--- src/rtl/led_drv_pkg.sv ---
// Shared constants and channel-state type for the LED pulse driver.
package led_drv_pkg;

   localparam int unsigned TICK_COUNTS_1MS = 50000;
   localparam int unsigned DUR_W_DEFAULT   = 12;

   typedef enum logic {
      CH_IDLE   = 1'b0,
      CH_ACTIVE = 1'b1
   } ch_state_e;

endpackage : led_drv_pkg

--- src/rtl/led_pulse_driver_if.sv ---
// Start-command bus from game logic to the LED pulse driver.
interface led_pulse_driver_if #(
   parameter int unsigned NUM_LEDS = 18,
   parameter int unsigned DUR_W    = 12
);
   localparam int unsigned IDX_W = $clog2(NUM_LEDS);

   logic             start;
   logic [IDX_W-1:0] start_idx;
   logic [DUR_W-1:0] duration_ms;

   modport master (output start, output start_idx, output duration_ms);
   modport slave  (input  start, input  start_idx, input  duration_ms);

endinterface : led_pulse_driver_if

--- src/rtl/led_channel_timer.sv ---
// One LED channel: remaining-tick counter with load > clear > tick priority.
module led_channel_timer
   import led_drv_pkg::*;
#(
   parameter int unsigned DUR_W = DUR_W_DEFAULT
) (
   input  logic             clk,
   input  logic             reset,
   input  logic             load,
   input  logic [DUR_W-1:0] load_val,
   input  logic             clear,
   input  logic             tick,
   output logic             led,
   output logic             expired
);

   ch_state_e        state, state_nxt;
   logic [DUR_W-1:0] remaining, remaining_nxt;
   logic             led_nxt;
   logic             expired_nxt;

   // State, counter and registered outputs.
   always_ff @(posedge clk) begin
      if (reset) begin
         state     <= CH_IDLE;
         remaining <= '0;
         led       <= 1'b0;
         expired   <= 1'b0;
      end else begin
         state     <= state_nxt;
         remaining <= remaining_nxt;
         led       <= led_nxt;
         expired   <= expired_nxt;
      end
   end

   // Next state: a load always wins, clear beats the tick decrement.
   always_comb begin
      state_nxt     = state;
      remaining_nxt = remaining;
      if (load) begin
         state_nxt     = CH_ACTIVE;
         remaining_nxt = load_val;
      end else if (clear) begin
         state_nxt     = CH_IDLE;
         remaining_nxt = '0;
      end else if (tick && (state == CH_ACTIVE)) begin
         remaining_nxt = remaining - DUR_W'(1);
         if (remaining == DUR_W'(1)) begin
            state_nxt = CH_IDLE;
         end
      end
   end

   // Outputs: LED follows next state; expiry only on an undisturbed 1->0 tick.
   always_comb begin
      led_nxt     = 1'b0;
      expired_nxt = 1'b0;
      led_nxt     = (state_nxt == CH_ACTIVE);
      expired_nxt = !load && !clear && tick && (state == CH_ACTIVE)
                    && (remaining == DUR_W'(1));
   end

endmodule : led_channel_timer

--- src/rtl/led_pulse_driver.sv ---
// Multi-channel timed LED driver with shared millisecond prescaler.
module led_pulse_driver
   import led_drv_pkg::*;
#(
   parameter int unsigned NUM_LEDS    = 18,
   parameter int unsigned TICK_COUNTS = TICK_COUNTS_1MS,
   parameter int unsigned DUR_W       = DUR_W_DEFAULT
) (
   input  logic                clk,
   input  logic                reset,
   led_pulse_driver_if.slave   cmd,
   input  logic [NUM_LEDS-1:0] clear,
   output logic [NUM_LEDS-1:0] leds,
   output logic [NUM_LEDS-1:0] expired,
   output logic                tick
);

   localparam int unsigned IDX_W   = $clog2(NUM_LEDS);
   localparam int unsigned PRESC_W = $clog2(TICK_COUNTS) + 1;

   logic [PRESC_W-1:0]  presc;
   logic                start_ok_c;
   logic [NUM_LEDS-1:0] load_c;

   // Free-running prescaler; tick is registered one cycle after the wrap value.
   always_ff @(posedge clk) begin
      if (reset) begin
         presc <= '0;
         tick  <= 1'b0;
      end else if (presc == PRESC_W'(TICK_COUNTS - 1)) begin
         presc <= '0;
         tick  <= 1'b1;
      end else begin
         presc <= presc + PRESC_W'(1);
         tick  <= 1'b0;
      end
   end

   // A start is only honoured for an existing channel and a nonzero on-time.
   assign start_ok_c = cmd.start
                       && (32'(cmd.start_idx) < NUM_LEDS)
                       && (cmd.duration_ms != '0);

   // One-hot load decode and per-channel timers.
   for (genvar gi = 0; gi < NUM_LEDS; gi++) begin : g_ch
      assign load_c[gi] = start_ok_c && (cmd.start_idx == IDX_W'(gi));

      led_channel_timer #(
         .DUR_W (DUR_W)
      ) u_timer (
         .clk      (clk),
         .reset    (reset),
         .load     (load_c[gi]),
         .load_val (cmd.duration_ms),
         .clear    (clear[gi]),
         .tick     (tick),
         .led      (leds[gi]),
         .expired  (expired[gi])
      );
   end

endmodule : led_pulse_driver

--- src/flat_wrapper.sv ---
// flat-port wrapper written by rule: the top's interface ports become plain ports
module led_pulse_driver_flat import led_drv_pkg::*;
#(
   parameter int unsigned NUM_LEDS    = 18,
   parameter int unsigned TICK_COUNTS = TICK_COUNTS_1MS,
   parameter int unsigned DUR_W       = DUR_W_DEFAULT
)
  (clk, reset, clear, leds, expired, tick, cmd_start, cmd_start_idx, cmd_duration_ms);
  led_pulse_driver_if #(.NUM_LEDS(NUM_LEDS), .DUR_W(DUR_W)) cmd_i ();
  input  logic clk;
  input  logic reset;
  input  logic [NUM_LEDS-1:0] clear;
  output logic [NUM_LEDS-1:0] leds;
  output logic [NUM_LEDS-1:0] expired;
  output logic tick;
  input wire logic [$bits(cmd_i.start)-1:0] cmd_start;
  input wire logic [$bits(cmd_i.start_idx)-1:0] cmd_start_idx;
  input wire logic [$bits(cmd_i.duration_ms)-1:0] cmd_duration_ms;
  assign cmd_i.start = cmd_start;
  assign cmd_i.start_idx = cmd_start_idx;
  assign cmd_i.duration_ms = cmd_duration_ms;
  led_pulse_driver #(.NUM_LEDS(NUM_LEDS), .TICK_COUNTS(TICK_COUNTS), .DUR_W(DUR_W)) u_core (.clk(clk), .reset(reset), .cmd(cmd_i), .clear(clear), .leds(leds), .expired(expired), .tick(tick));
endmodule
--- config.mk ---
export PLATFORM = sky130hd
export DESIGN_NAME = led_pulse_driver_flat
export DESIGN_NICKNAME = d
export VERILOG_FILES = /design/src/rtl/led_drv_pkg.sv /design/src/rtl/led_pulse_driver_if.sv /design/src/rtl/led_channel_timer.sv /design/src/rtl/led_pulse_driver.sv /design/src/flat_wrapper.sv
export SDC_FILE = /design/constraint.sdc
export NUM_CORES = 1
export LEC_CHECK = 0
export CAP_MARGIN = 20
export CORE_ASPECT_RATIO = 1.75
export CORE_UTILIZATION = 30
export CTS_CLUSTER_DIAMETER = 50
export DETAILED_ROUTE_END_ITERATION = 12
export SKIP_CTS_REPAIR_TIMING = 1
export SLEW_MARGIN = 0
export SYNTH_ARGS = -nofsm -noshare
export SYNTH_HDL_FRONTEND = slang
export SYNTH_HIERARCHICAL = 1
export SYNTH_SLANG_ARGS = --single-unit
--- constraint.sdc ---
create_clock -name clk -period 3.2 [get_ports clk]
set_input_delay 0.64 -clock clk [delete_from_list [all_inputs] [get_ports clk]]
set_output_delay 0.64 -clock clk [all_outputs]
set_load 0.005 [all_outputs]
==> metrics.txt <==
Routed wire per std cell=approximately 19 um; clk_lat worst skew=580 ps; Clk pin slew, worst setup/hold paths=~60 ps; detailed placement HPWL=slightly below 40000 um; share of cells above drive strength 1=approximately 16%; Final Util=between 30% and 40%; Top Metal Used=met4; core area=53400 um^2; initial DRC count=998; EDFF count, synth=0; DRT antenna net count=0; compound-gate portion of the synthesized area=26.8%; vias=16700; area leader, netlist=dfxtp_1; post-synthesis async set-or-reset flop share=0%; Peak VDD IR=0.000399 V; Seq/Total Area, Yosys=around a third; actual slew at the worst max-slew pin=around 650 ps; Top Ports=75; Post-synth top flop=dfxtp_1; syn nets=between 2000 and 2500; RD Place Congestion=approximately 0.9; # rows=around 110; #FFs+latches synth=270; die width=roughly 180 um; critical path launch point type=input port; Initial Util=around 30%; Clock Root Buffer=clkbuf_16; CP cell instances=clkdlybuf4s50_1 -> nor4_1 -> buf_4 -> a31oi_1 -> nand2_1 -> buf_4 -> nor2_1 -> or2_2 -> nor2_1 -> nor4b_1; GRT Overall Usage=around a fifth; XOR/XNOR Fraction of Synth Area=around 2.0%; Crit Path Max Fanout=7; Die Y-Extent=310 um; CTS tree=yes; total power=around 9100 uW; TritonCTS Buffers=30; largest family of logic cells by synthesized area=simple AND/OR/NAND/NOR gates; Buffers on Ports=between 70 and 80; YS warnings=6; relative slew slack=between 50 and 60%; Req. time, crit path=about 3700 ps; initial antenna violation count=1; largest net degree at the start of global routing=62; vias per cell=between 5 and 6; Final setup viols=0; Critical Path End Type=flip-flop; Met2 Wirelength=about 28000 um; cells taking the most area after synthesis=dfxtp_1 (33%), a21oi_1 (7.1%), nor2_1 (5.6%); Top delay family on crit path=simple AND/OR/NAND/NOR gates; CP max stage cell=nor4_1; max frequency=~0.34 GHz; Syn-to-layout area delta=21.5%; M1 wire length=~21000 um; placed cell count=2845; grt ovf=0; Tcrit/Tclk final=91.9%; syn avg cell area=roughly 8 um^2; CP max stage delay=about 550 ps; 1st-pass router iterations=5; max-capacitance violation count=0; H-tree depth=1; status=finished, final reports clean; WP buf/inv=3; Place WS=-756 ps; Min-Delay Path Class=reg2reg; LEAKAGE=between 0.007 and 0.008 uW; Final Instance Area=around 20000 um^2; clk buf depth=3; crit path kind=in2reg; Mapped Area=roughly 16000 um^2; met3 wire length=between 3000 and 4000 um; Total Nets Final=~2300; PwrDens=459 nW/um^2; WP data arrival=around 3400 ps; RSZ-0062 raised after global routing=no; clock period minus final worst setup slack=between 2000 and 3000 ps; max-slew violation count=0; global-route wire length before repair=between 80000 and 90000 um; vias in the first global route=between 15000 and 20000; Die Area=about 55000 um^2; fin cells=2900; Hold Vio Cnt, Final=0; Setup Skew=~15 ps; post-synthesis adder-cell area fraction=under 10%; r2r setup slk=~1100 ps; share of the synthesized area in the top cell type=33.2%; clk sinks=270; post-synthesis simple-gate area fraction=30.8%; Cells after Synth=slightly above 2000; mux cell area share after synthesis=0%; Remaining DRCs=0; Cell variety after synth=a little over 50; area post-placement=18600 um^2; WL final=55400 um; FILL cells=approximately 5400; Final WS setup=258 ps
[worst paths after layout]
path / start / endpoint / cells past startpoint
worst min-delay path: u_core/presc[0] / u_core/presc[0] / 1
worst max register to register: u_core/tick / u_core/g_ch[12].u_timer/remaining[10] / 5
worst max-delay path: cmd_duration_ms[1] / u_core/g_ch[5].u_timer/expired / 10
worst min register to register: u_core/presc[0] / u_core/presc[0] / 1
[per-stage QoR]
stage	hold WS, ps	TNS, ps
3_3_place_gp	440	-112470
6_report	465	0
3_5_place_dp	457	-109550
5_1_grt	500	0
2_1_floorplan	430	0
4_1_cts	472	-725
[kinds of logic (layout without fill, tap and decap cells)]
family                   after synthesis  after routing
adder cells (fa/ha/maj)               37             37
AO/OA/AOI/OAI                        638            638
flip-flops                           270            270
AND/OR/NAND/NOR                      886            886
other                                  0              2
buffers and inverters                149            346
XOR/XNOR                              37             37
[layer usage]
metal,track usage (%),vias up
li1,-,7935
met1,21.2,8056
met2,35.5,561
met3,2.79,193
met4,13.7,0
met5,0,-
[placed cells by master (no fill, tap or decap), drive strengths merged, types with 38 or more instances in the layout]
cell | netlist | routed
a21o | 50 | 50
a21oi | 230 | 230
buf | 29 | 164
clkbuf | 58 | 38
clkdlybuf4s50 | 0 | 70
dfxtp | 270 | 270
inv | 58 | 60
nand2 | 208 | 208
nand3 | 64 | 64
nand3b | 38 | 38
nand4 | 40 | 40
nor2 | 244 | 244
nor3 | 76 | 76
nor4 | 52 | 52
o21ai | 54 | 54
o31ai | 46 | 46
[cells in the mapped netlist, drive strengths merged (19+ instances only)]
cell      n
xnor2    36
nand2   208
nor2    244
nor3     76
nand4b   19
nand3b   38
dfxtp   270
ha       37
a21oi   230
o211ai   32
nand4    40
nand3    64
clkbuf   58
a32oi    36
buf      29
a31oi    37
inv      58
o21ai    54
o31ai    46
nor2b    20
o31a     36
or3      36
a211oi   36
nor4     52
a21o     50
[final cells by class]
| class | count | area, um^2 | share of cell area (%) |
|---|---|---|---|
| clock inverter | 16 | 275 | 1.39 |
| inverter | 58 | 218 | 1.10 |
| multi-input combinational | 1598 | 10200 | 51.5 |
| timing repair buffer | 235 | 2000 | 10.1 |
| tap | 684 | 856 | 4.33 |
| antenna | 2 | 5.00 | 0.0253 |
| sequential | 270 | 5410 | 27.4 |
| clock buffer | 37 | 828 | 4.19 |
[power by group]
part,switching [uW],internal (uW)
registers,166,3490
clock network,1530,2400
logic,859,621
total,2550,6510
[flip-flops by register name, indices dropped and copies added, names as in the netlist]
register	flops
u_core/g_ch.u_timer/remaining	216
u_core/tick	1
u_core/presc	17
u_core/g_ch.u_timer/expired	18
u_core/g_ch.u_timer/state	18
(Power assumes the default switching activity.)
